## config.mk

```make
export PLATFORM = sky130hd
export DESIGN_NAME = bit_deframer
export DESIGN_NICKNAME = d
export VERILOG_FILES = /design/src/rtl/bit_deframer.sv
export SDC_FILE = /design/constraint.sdc
export NUM_CORES = 1
export LEC_CHECK = 0
export ABC_CLOCK_PERIOD_IN_PS = 2800
export CORE_AREA = 8 8 63 65
export DETAILED_ROUTE_END_ITERATION = 12
export DIE_AREA = 0 0 71 73
export PLACE_DENSITY = 0.89
export SETUP_SLACK_MARGIN = 0.4
export SLEW_MARGIN = 20
export SYNTH_ARGS = -nofsm -noshare
export SYNTH_HDL_FRONTEND = slang
export SYNTH_SLANG_ARGS = --single-unit
```

## constraint.sdc

```tcl
create_clock -name Clk -period 2.8 [get_ports Clk]
set_clock_uncertainty 0.15 [all_clocks]
set_input_delay 0.42 -clock Clk [delete_from_list [all_inputs] [get_ports Clk]]
set_output_delay 0.42 -clock Clk [all_outputs]
set_load 0.01 [all_outputs]
```

## src/rtl/bit_deframer.sv

```systemverilog
// bit_deframer: serial bit stream deframer.
// Hunts for an 8-bit sync pattern, then packs the next FRAME_BYTES bytes
// (MSB first) and presents them on a valid/ready byte interface.
//
// Ports:
//   Clk         in   system clock, rising edge
//   Reset       in   asynchronous active-low reset
//   data_in     in   serial bit, sampled only when bit_en=1
//   bit_en      in   bit strobe
//   out_ready   in   downstream accepts out_byte while out_valid=1
//   out_byte    out  assembled payload byte
//   out_valid   out  out_byte / frame_start / frame_end are valid
//   frame_start out  out_byte is byte 0 of the frame
//   frame_end   out  out_byte is the last byte of the frame
//   locked      out  high while in PAYLOAD
//   overrun     out  sticky: a completed byte was dropped (cleared by reset)
module bit_deframer #(
  parameter logic [7:0] SYNC_WORD   = 8'hA5,
  parameter int         FRAME_BYTES = 16
) (
  input  logic       Clk,
  input  logic       Reset,
  input  logic       data_in,
  input  logic       bit_en,
  input  logic       out_ready,
  output logic [7:0] out_byte,
  output logic       out_valid,
  output logic       frame_start,
  output logic       frame_end,
  output logic       locked,
  output logic       overrun
);

  typedef enum logic {HUNT, PAYLOAD} state_t;

  localparam logic [7:0] LAST_IDX = 8'(FRAME_BYTES - 1);

  state_t     state;
  logic [7:0] history;
  logic [7:0] shreg;
  logic [2:0] bit_cnt;
  logic [7:0] byte_cnt;

  logic [7:0] hist_next;
  logic [7:0] cpl_byte;
  logic       sync_hit;
  logic       complete;
  logic       last_byte;
  logic       load;

  always_comb begin
    hist_next = {history[6:0], data_in};
    cpl_byte  = {shreg[6:0], data_in};
    // In HUNT bit_cnt counts fill bits (saturating at 7) so a match needs
    // eight fresh bits even when SYNC_WORD equals the cleared history.
    sync_hit  = (bit_cnt == 3'd7) && (hist_next == SYNC_WORD);
    complete  = bit_en && (state == PAYLOAD) && (bit_cnt == 3'd7);
    last_byte = (byte_cnt == LAST_IDX);
    load      = complete && (!out_valid || out_ready);
  end

  always_ff @(posedge Clk or negedge Reset) begin
    if (!Reset) begin
      state       <= HUNT;
      history     <= '0;
      shreg       <= '0;
      bit_cnt     <= '0;
      byte_cnt    <= '0;
      out_byte    <= '0;
      out_valid   <= 1'b0;
      frame_start <= 1'b0;
      frame_end   <= 1'b0;
      overrun     <= 1'b0;
    end else begin
      if (bit_en) begin
        case (state)
          HUNT: begin
            if (sync_hit) begin
              state    <= PAYLOAD;
              history  <= '0;
              bit_cnt  <= '0;
              byte_cnt <= '0;
              shreg    <= '0;
            end else begin
              history <= hist_next;
              if (bit_cnt != 3'd7) bit_cnt <= bit_cnt + 3'd1;
            end
          end
          PAYLOAD: begin
            shreg   <= cpl_byte;
            // Wraps 7 -> 0 on byte completion, which also restarts the
            // HUNT fill count when the frame ends.
            bit_cnt <= bit_cnt + 3'd1;
            if (bit_cnt == 3'd7) begin
              if (last_byte) begin
                state    <= HUNT;
                byte_cnt <= '0;
              end else begin
                byte_cnt <= byte_cnt + 8'd1;
              end
            end
          end
          default: state <= HUNT;
        endcase
      end

      if (load) begin
        out_byte    <= cpl_byte;
        out_valid   <= 1'b1;
        frame_start <= (byte_cnt == 8'd0);
        frame_end   <= last_byte;
      end else if (complete) begin
        overrun <= 1'b1;
      end else if (out_valid && out_ready) begin
        out_valid   <= 1'b0;
        frame_start <= 1'b0;
        frame_end   <= 1'b0;
      end
    end
  end

  assign locked = (state == PAYLOAD);

endmodule

```

==> impl_metrics.csv, run 1 <==
group,metric,value,unit
clock_network,cts_tree,"yes",
worst_setup_path,worstPathCellList,"clkdlybuf4s50_1",
worst_setup_path,critPathKind,"reg2out",
synth,synth_top_family_by_area,"compound AO/OA/AOI/OAI gates",
worst_setup_path,path_buf_inv,1,
clock_network,cts_buffer_depth,2,
timing,tns,0,ns
flow_run,maxCapViolCount,0,
clock_network,clkLatencyLatePin,0.36,ns
worst_setup_path,crit-reg2reg-launch,"bit_cnt[0]",
synth,synth.net_count,149,
timing,max_freq,452,MHz
floorplan,rows,20,
clock_network,cts-root-buf,"clkbuf_4",
synth,synth_area_leader_cell,"dfrtp_1",
route,drc,0,
worst_setup_path,regToRegEndpoint,"byte_cnt[6]",
grt,antenna_found_initial,0,
floorplan,die_w,71,um
synth,synthAdderAreaFrac,0.0292,
grt,grt_pass1_wl,6120,um
synth,async_reset_ff_frac,1.00,
floorplan,die_h,73,um
outcome,status,"complete, no violations",
timing,rsz0062_at_grt,"false",
synth,synth_commonest_cells,"38 x dfrtp_1, 13 x mux2_2, 11 x a22o_1",
timing,min_period,2.21,ns
synth,syn_area,1710,sq um
place,place_hpwl,2570,um
power_and_ir_drop,p_per_area,592,nW/um^2
clock_network,cts.sinks,38,
worst_setup_path,cp.arrival,1.64,ns
synth,synthCells,140,
timing,worstMarginPinSlew,0.533,ns
timing,slew_headroom,0.642,
timing,setup_violations,0,
clock_network,clk_pin_slew,0.13,ns
route,dr.pass1.iters,4,
timing,timing.final.crit_share,0.790,
worst_setup_path,crit_cells,1,
grt,grt_max_degree,39,
layout,layout-drive-gt1-share,0.185,
synth,synth_area_leaders,"dfrtp_1 56%, mux2_2 8.6%, a22o_1 5.6%",
synth,synth-seq-area-share,0.556,
worst_setup_path,ff2ff_path_depth,6,
route,drtIter0Drc,183,
route,post_drt_via_cell_ratio,6.39,
synth,synth-edff-count,0,
layout,final_nets,170,
worst_setup_path,crit_path_end_kind,"output port",
grt,grt.overflow.total,0,
worst_setup_path,critical_path.top_delay_family,"flip-flops",
worst_setup_path,required,2.23,ns
synth,yosys_warnings,0,
route,vias,1246,
power_and_ir_drop,ir_worst_vdd,439,uV
synth,synth_top_area_frac,0.556,
synth,synth_compound_area_frac,0.158,
place,portBuffers,17,
worst_setup_path,cpPeakStageDelay,0.65,ns
synth,ys_ff_latch,38,
floorplan,core_area,2950,sq um
worst_setup_path,crit_path_max_fanout,15,
synth,yosys.area_share.xor_xnor,0,
clock_network,cts_buffers,5,
layout,area_growth,18.3,%
hold_path,hold_class,"in2async",
route,wire_per_inst,18.7,um
synth,synth.most_common_cell,"dfrtp_1",
clock_network,postCtsSetupBuffers,0,
power_and_ir_drop,finalPower,1.20,mW
floorplan,dieArea,5180,sq um
synth,synth-simple-area-share,0.151,
grt,first_global_vias,1271,
grt,track_usage,0.151,
floorplan,ios,18,
power_and_ir_drop,p_leak,0.939,nW
worst_setup_path,cp-start-kind,"register",
worst_setup_path,r2r_slack,0.65,ns
clock_network,htree_levels,2,
floorplan,start_util,0.580,
timing,hold_viol_final,0,
synth,synth_area_per_cell,12.2,sq um
synth,synth_mux_area_frac,0.0914,
synth,yosys_most_used_dff,"dfrtp_1",
clock_network,cts_resized,0,
layout,diodes,0,
clock_network,hold_buffers,0,
timing,slew_violations,0,
synth,ys_types,41,
route,ant_nets,0,
worst_setup_path,critPathSlowestCell,"dfrtp_1",
place,gp_congestion,0.841,
route,routed_wl,3650,um
==> state kept, by name, indices dropped and copies added (netlist names) <==
name / cells
history: 7
overrun: 1
bit_cnt: 3
byte_cnt: 8
frame_end: 1
shreg: 7
locked: 1
frame_start: 1
out_byte: 8
out_valid: 1
==> through the flow <==
stage          hold WS, ns  cell area, sq um   util  instances  setup WS [ns]
3_3_place_gp         0.295              1920  0.650        187          0.589
4_1_cts              0.321              2030  0.686        195          0.572
5_1_grt              0.350              2030  0.686        195          0.502
2_1_floorplan      -0.0256              1710      -        140          0.933
6_report             0.308              2030  0.686        195          0.587
3_5_place_dp         0.307              1920  0.650        187          0.505
==> how the worst max path moves through the flow <==
stage,startpoint,to,slack (ns)
2_1_floorplan,bit_cnt[0],byte_cnt[6],0.93
3_3_place_gp,bit_en,out_byte[3],0.59
3_5_place_dp,bit_en,frame_end,0.50
4_1_cts,locked,locked,0.57
5_1_grt,locked,locked,0.50
6_report,locked,locked,0.59
==> routing by layer <==
layer / part of all wire / vias up / track usage
li1: - / 575 / -
met1: 0.42 / 623 / 0.170
met2: 0.49 / 38 / 0.247
met3: 0.058 / 10 / 0.0577
met4: 0.027 / 0 / 0.0739
met5: 0 / - / 0
==> report_power, final <==
group          internal (mW)  switching [mW]  total [mW]
combinational         0.0565          0.0517       0.108
clock                  0.279           0.191       0.470
sequential             0.588          0.0333       0.621
==> cell type report <==
type	instances	area, sq um
Sequential cell	38	951
Fill cell	222	927
Multi-Input combinational cell	95	734
Timing Repair Buffer	19	185
Clock inverter	3	68.8
Tap cell	33	41.3
Clock buffer	5	37.5
Inverter	2	7.51
==> cells in the final DEF (no fill, tap or decap), drive strengths merged, types with 2 or more instances in the layout <==
master and count:
a21oi 2, a22o 11, a31oi 2, a32oi 2, and2 4, and3 5, buf 2, bufinv 2
clkbuf 5, clkdlybuf4s50 17, dfrtp 38, ha 4, inv 2, mux2 13, nand2 8, nand2b 4
nand3 7, nor2 2, o21ai 9, o41ai 3, or4 2
==> kinds of logic (layout without fill, tap and decap cells) <==
family	count (synthesis)	count (layout)
AOI/OAI and AO/OA	36	36
adders and majority gates	4	4
buffers and inverters	7	29
DFF	38	38
muxes	14	14
and+or+nand+nor	41	41
No activity file was read; power rests on OpenSTA's default activity.
==> inputs of run 2 (changes only) <==
--- a/config.mk
+++ b/config.mk
@@ -5,11 +5,11 @@
 export SDC_FILE = /design/constraint.sdc
 export NUM_CORES = 1
 export LEC_CHECK = 0
-export ABC_CLOCK_PERIOD_IN_PS = 2800
-export CORE_AREA = 8 8 63 65
+export ABC_CLOCK_PERIOD_IN_PS = 2200
+export CORE_AREA = 8 8 65 67
 export DETAILED_ROUTE_END_ITERATION = 12
-export DIE_AREA = 0 0 71 73
-export PLACE_DENSITY = 0.89
+export DIE_AREA = 0 0 73 75
+export PLACE_DENSITY = 0.84
 export SETUP_SLACK_MARGIN = 0.4
 export SLEW_MARGIN = 20
 export SYNTH_ARGS = -nofsm -noshare
==> constraint.sdc (replaced) <==
create_clock -name Clk -period 2.2 [get_ports Clk]
set_clock_uncertainty 0.15 [all_clocks]
set_input_delay 0.33 -clock Clk [delete_from_list [all_inputs] [get_ports Clk]]
set_output_delay 0.33 -clock Clk [all_outputs]
set_load 0.01 [all_outputs]
==> run 2 against run 1 <==
Compared with the run above:
- clock power up 30%
- combinational power up 90%
- worst setup slack worse by 0.28 ns
- routed wire length up 2.7%
- largest cell class unchanged
- largest power group unchanged
- highest routed layer unchanged
==> impl_metrics.csv, run 2 (synthesized netlist as in run 1, its figures left out) <==
group,metric,value,unit
route,vias,1292,
grt,grtUsageMet3,0.0439,
clock_network,clk_pin_slew,0.11,ns
floorplan,rows,21,
layout,area_growth,34.1,%
grt,first_global_vias,1434,
route,drc,0,
layout,final_nets,182,
worst_setup_path,required,2.34,ns
timing,setup_violations,0,
route,dr.pass1.iters,4,
timing,tns,0,ns
floorplan,ios,18,
route,ant_nets,0,
grt,grt.overflow.total,0,
outcome,status,"complete, no violations",
power_and_ir_drop,finalPower,1.61,mW
timing,rsz0062_at_grt,"true",
clock_network,htree_levels,2,
timing,slew_headroom,0.687,
worst_setup_path,path_buf_inv,0,
clock_network,cts-root-buf,"clkbuf_4",
floorplan,die_w,73,um
grt,antenna_found_initial,0,
layout,layout_commonest_cell,"dfrtp_1",
worst_setup_path,crit_path_end_kind,"register",
timing,hold_viol_final,0,
clock_network,cts_buffers,5,
layout,layout-drive-gt1-share,0.351,
grt,busiest_layer,"met2",
worst_setup_path,cp-start-kind,"register",
layout,finalInstanceArea,2290,sq um
layout,top_regs,"byte_cnt: 8 flops, out_byte: 8 flops",
worst_setup_path,critPathSlowestCell,"or4_4",
floorplan,core_area,3230,sq um
timing,slew_violations,0,
clock_network,cts_tree,"yes",
worst_setup_path,cpPeakStageDelay,0.62,ns
floorplan,dieArea,5480,sq um
power_and_ir_drop,p_per_area,701,nW/um^2
worst_setup_path,critical_path.top_delay_family,"simple AND/OR/NAND/NOR gates",
route,post_drt_via_cell_ratio,5.87,
power_and_ir_drop,ir_worst_vdd,702,uV
timing,min_period,1.89,ns
flow_run,maxCapViolCount,0,
place,postPlaceCellArea,1960,sq um
floorplan,start_util,0.530,
layout,fin_util,0.710,
timing,setup_ws,0.305,ns
worst_setup_path,worstPathCellList,"or4_4 -> or3_1 -> a21oi_1 -> a221o_2",
clock_network,cts.sinks,38,
worst_setup_path,cp.arrival,2.03,ns
power_and_ir_drop,p_leak,1.13,nW
grt,grt_pass1_wl,6540,um
place,portBuffers,17,
place,pre_cts_slack,0.112,ns
timing,worstMarginPinSlew,0.470,ns
route,drtIter0Drc,72,
clock_network,clkLatencyLatePin,0.34,ns
grt,gr-usage-met2,0.271,
grt,track_usage,0.155,
layout,diodes,0,
hold_path,hold_class,"in2async",
worst_setup_path,crit_path_max_fanout,6,
timing,max_freq,528,MHz
route,wire_per_inst,17.0,um
timing,timing.final.crit_share,0.861,
layout,fillCellCount,220,
clock_network,cts_buffer_depth,2,
floorplan,die_h,75,um
grt,grtUsageMet1,0.168,
place,place_hpwl,2520,um
route,routed_wl,3740,um
grt,grt_max_degree,39,
worst_setup_path,critPathKind,"reg2reg",
layout,final_cell_mix,"36 x dfrtp_1, 13 x buf_4, 12 x mux2_2, 11 x a22o_1, 11 x clkdlybuf4s50_1",
place,gp_congestion,0.810,
-- run 2: timing repair --
action                                  CTS  global route
setup buffers                             6             4
pin swaps                                 8            13
resized for setup                        22            15
hold buffers                              0             0
endpoints found under the setup margin   29            33
-- run 2: worst paths after layout --
check | slack, ns | from | depth (start not counted) | to
min in group Clk | 0.33 | overrun | 1 | overrun
min | 0.25 | Reset | 2 | byte_cnt[5]
max in group asynchronous | 1.28 | Reset | 2 | locked
max reg2reg | 0.31 | byte_cnt[5] | 4 | frame_end
max | 0.31 | byte_cnt[5] | 4 | frame_end
min reg2reg | 0.33 | overrun | 1 | overrun
-- run 2: stage by stage --
| step | instances | hold slack, ns |
|---|---|---|
| after floorplan | 140 | -0.116 |
| after global placement | 202 | 0.303 |
| after detailed placement | 202 | 0.302 |
| after CTS | 216 | 0.269 |
| after global routing | 220 | 0.302 |
| final | 220 | 0.254 |
-- run 2: where the power goes --
part | total (mW) | internal, mW | switching, mW | leakage, nW
Clock | 0.612 | 0.385 | 0.227 | 0.0585
Combinational | 0.205 | 0.121 | 0.0841 | 0.557
Sequential | 0.790 | 0.748 | 0.0424 | 0.512
Total | 1.61 | 1.25 | 0.354 | 1.13
-- run 2: final cells by class --
class | instances | area [sq um] | share of cell area
repair buffers | 31 | 290 | 0.126
inverters | 2 | 7.51 | 0.00327
multi-input cells | 95 | 875 | 0.381
clock buffers | 6 | 51.3 | 0.0224
clock inverters | 2 | 60.1 | 0.0262
flip-flops and latches | 38 | 953 | 0.415
well taps | 46 | 57.6 | 0.0251
-- run 2: routing by layer --
metal,wire length [um],share of wire
met5,0,0
met1,1580,0.42
met4,63,0.017
met3,148,0.040
met2,1950,0.52
-- run 2: worst reg2reg max path: cells and delay by family, from the launching register on --
family | cells | cell delay (ns)
simple gates | 2 | 0.99
compound gates | 2 | 0.26
flops | 1 | 0.45
==> inputs of run 3 (changes only) <==
--- a/config.mk
+++ b/config.mk
@@ -6,10 +6,11 @@
 export NUM_CORES = 1
 export LEC_CHECK = 0
 export ABC_CLOCK_PERIOD_IN_PS = 2200
-export CORE_AREA = 8 8 65 67
+export CORE_AREA = 8 8 62 64
 export DETAILED_ROUTE_END_ITERATION = 12
-export DIE_AREA = 0 0 73 75
-export PLACE_DENSITY = 0.84
+export DIE_AREA = 0 0 70 72
+export DONT_BUFFER_PORTS = 1
+export PLACE_DENSITY = 0.83
 export SETUP_SLACK_MARGIN = 0.4
 export SLEW_MARGIN = 20
 export SYNTH_ARGS = -nofsm -noshare
==> run 3 against run 2 <==
Compared with the run above:
- first-iteration DRC count is 8.3% lower
- sequential power hardly changed
- worst hold slack worse by 0.21 ns
- via count is 2.7% lower
- maximum frequency is 0.42% higher
- non-clock buffer count is 12 lower
- sequential share of layout area is 1.9 points higher
- sequential cell count stayed put
- worst setup slack better by 0.0079 ns
- utilization is 4.5 points higher
- critical endpoint is now byte_cnt[5]
==> impl_metrics.csv, run 3 (synthesized netlist as in run 1, its figures left out) <==
group,metric,value,unit
floorplan,rows,20,
route,routed_wl,4120,um
clock_network,clk_pin_slew,0.11,ns
timing,worstMarginPinSlew,0.521,ns
worst_setup_path,cpPeakStageDelay,0.38,ns
route,dr.pass1.iters,7,
timing,slew_violations,0,
power_and_ir_drop,ir_worst_vdd,674,uV
clock_network,cts_buffer_depth,2,
grt,grt_max_degree,39,
layout,final_cell_mix,"37 x dfrtp_1, 13 x buf_4, 11 x a22o_1, 8 x nand2_1, 8 x mux2_2",
worst_setup_path,worstPathCellList,"ha_2 -> ha_4 -> and4b_2 -> and4_4 -> nor2_4 -> o41ai_2",
layout,layout-drive-gt1-share,0.416,
outcome,status,"complete, no violations",
worst_setup_path,crit_path_end_kind,"register",
grt,grt_pass1_wl,6410,um
timing,timing.final.crit_share,0.858,
layout,final_nets,170,
worst_setup_path,required,2.30,ns
worst_setup_path,cp.arrival,1.98,ns
route,ant_nets,0,
floorplan,core_area,2900,sq um
floorplan,ios,18,
timing,hold_ws,0.0430,ns
timing,slew_headroom,0.652,
clock_network,cts_buffers,5,
layout,fin_util,0.755,
layout,layout_commonest_cell,"dfrtp_1",
worst_setup_path,critical_path.top_delay_family,"simple AND/OR/NAND/NOR gates",
floorplan,dieArea,5040,sq um
timing,hold_viol_final,0,
timing,setup_violations,0,
timing,tns,0,ns
hold_path,hold_class,"in2reg",
place,place_hpwl,2350,um
clock_network,htree_levels,2,
place,gp_congestion,0.776,
route,drtIter0Drc,66,
floorplan,die_w,70,um
worst_setup_path,crit_path_max_fanout,7,
floorplan,start_util,0.590,
floorplan,die_h,72,um
place,pre_cts_slack,0.198,ns
worst_setup_path,cp-start-kind,"register",
timing,rsz0062_at_grt,"true",
layout,finalInstanceArea,2190,sq um
clock_network,cts-root-buf,"clkbuf_4",
clock_network,cts_tree,"yes",
route,wire_per_inst,21.3,um
grt,antenna_found_initial,0,
timing,max_freq,530,MHz
timing,setup_ws,0.313,ns
route,vias,1257,
grt,grt.overflow.total,0,
worst_setup_path,path_buf_inv,0,
grt,track_usage,0.156,
layout,area_growth,28.0,%
worst_setup_path,critPathKind,"reg2reg",
layout,diodes,0,
timing,min_period,1.89,ns
worst_setup_path,critPathSlowestCell,"dfrtp_1",
place,portBuffers,0,
route,drc,0,
power_and_ir_drop,p_leak,0.989,nW
layout,fillCellCount,197,
flow_run,maxCapViolCount,0,
layout,top_regs,"byte_cnt: 8 flops, out_byte: 8 flops",
grt,first_global_vias,1267,
clock_network,clkLatencyLatePin,0.34,ns
route,post_drt_via_cell_ratio,6.48,
place,postPlaceCellArea,1760,sq um
power_and_ir_drop,p_per_area,679,nW/um^2
clock_network,cts.sinks,38,
==> run 3: final timing paths <==
path,from,slack [ns],endpoint,cells after the start
max in group asynchronous,Reset,1.42,byte_cnt[4],2
worst max register to register,bit_cnt[1],0.31,byte_cnt[5],6
min in group asynchronous,Reset,0.29,byte_cnt[2],2
worst max-delay path,bit_cnt[1],0.31,byte_cnt[5],6
worst min-delay path,bit_en,0.04,bit_cnt[1],2
worst min register to register,history[6],0.36,history[6],1
==> run 3: repair_timing <==
item / 4_1_cts / 5_1_grt
buffers inserted: 8 / 4
hold buffers: 4 / 0
setup endpoints to repair: 27 / 28
resized for setup: 18 / 23
hold endpoints to repair: 43 / 0
pin swaps: 5 / 9
==> run 3: through the flow <==
stage                     power (mW)  std cells
after floorplan                0.882        140
after global placement         0.898        171
after detailed placement       0.918        171
after CTS                       1.47        190
after global routing            1.55        194
final                           1.49        194
==> run 3: cell type report <==
type	instances	area (sq um)	area share
clock buffer	6	51.3	0.0234
clock inverter	1	30.0	0.0137
inverter	2	7.51	0.00343
multi-input combinational	95	930	0.424
sequential	38	952	0.435
tap	33	41.3	0.0188
timing repair buffer	19	179	0.0817
==> run 3: where the power goes <==
part / internal (mW) / leakage (nW) / switching (mW)
sequential: 0.748 / 0.514 / 0.0445
clock: 0.265 / 0.0443 / 0.229
combinational: 0.116 / 0.431 / 0.0862
==> run 3: routing by layer <==
layer  GRT usage  up-vias  wire length [um]  share of wire
met1       0.175      649              1740           0.42
met2       0.264       23              2130           0.52
met4      0.0558        0                76          0.018
met5           0        -                 0              0
met3      0.0614       10               180          0.044
li1            -      575                 -              -
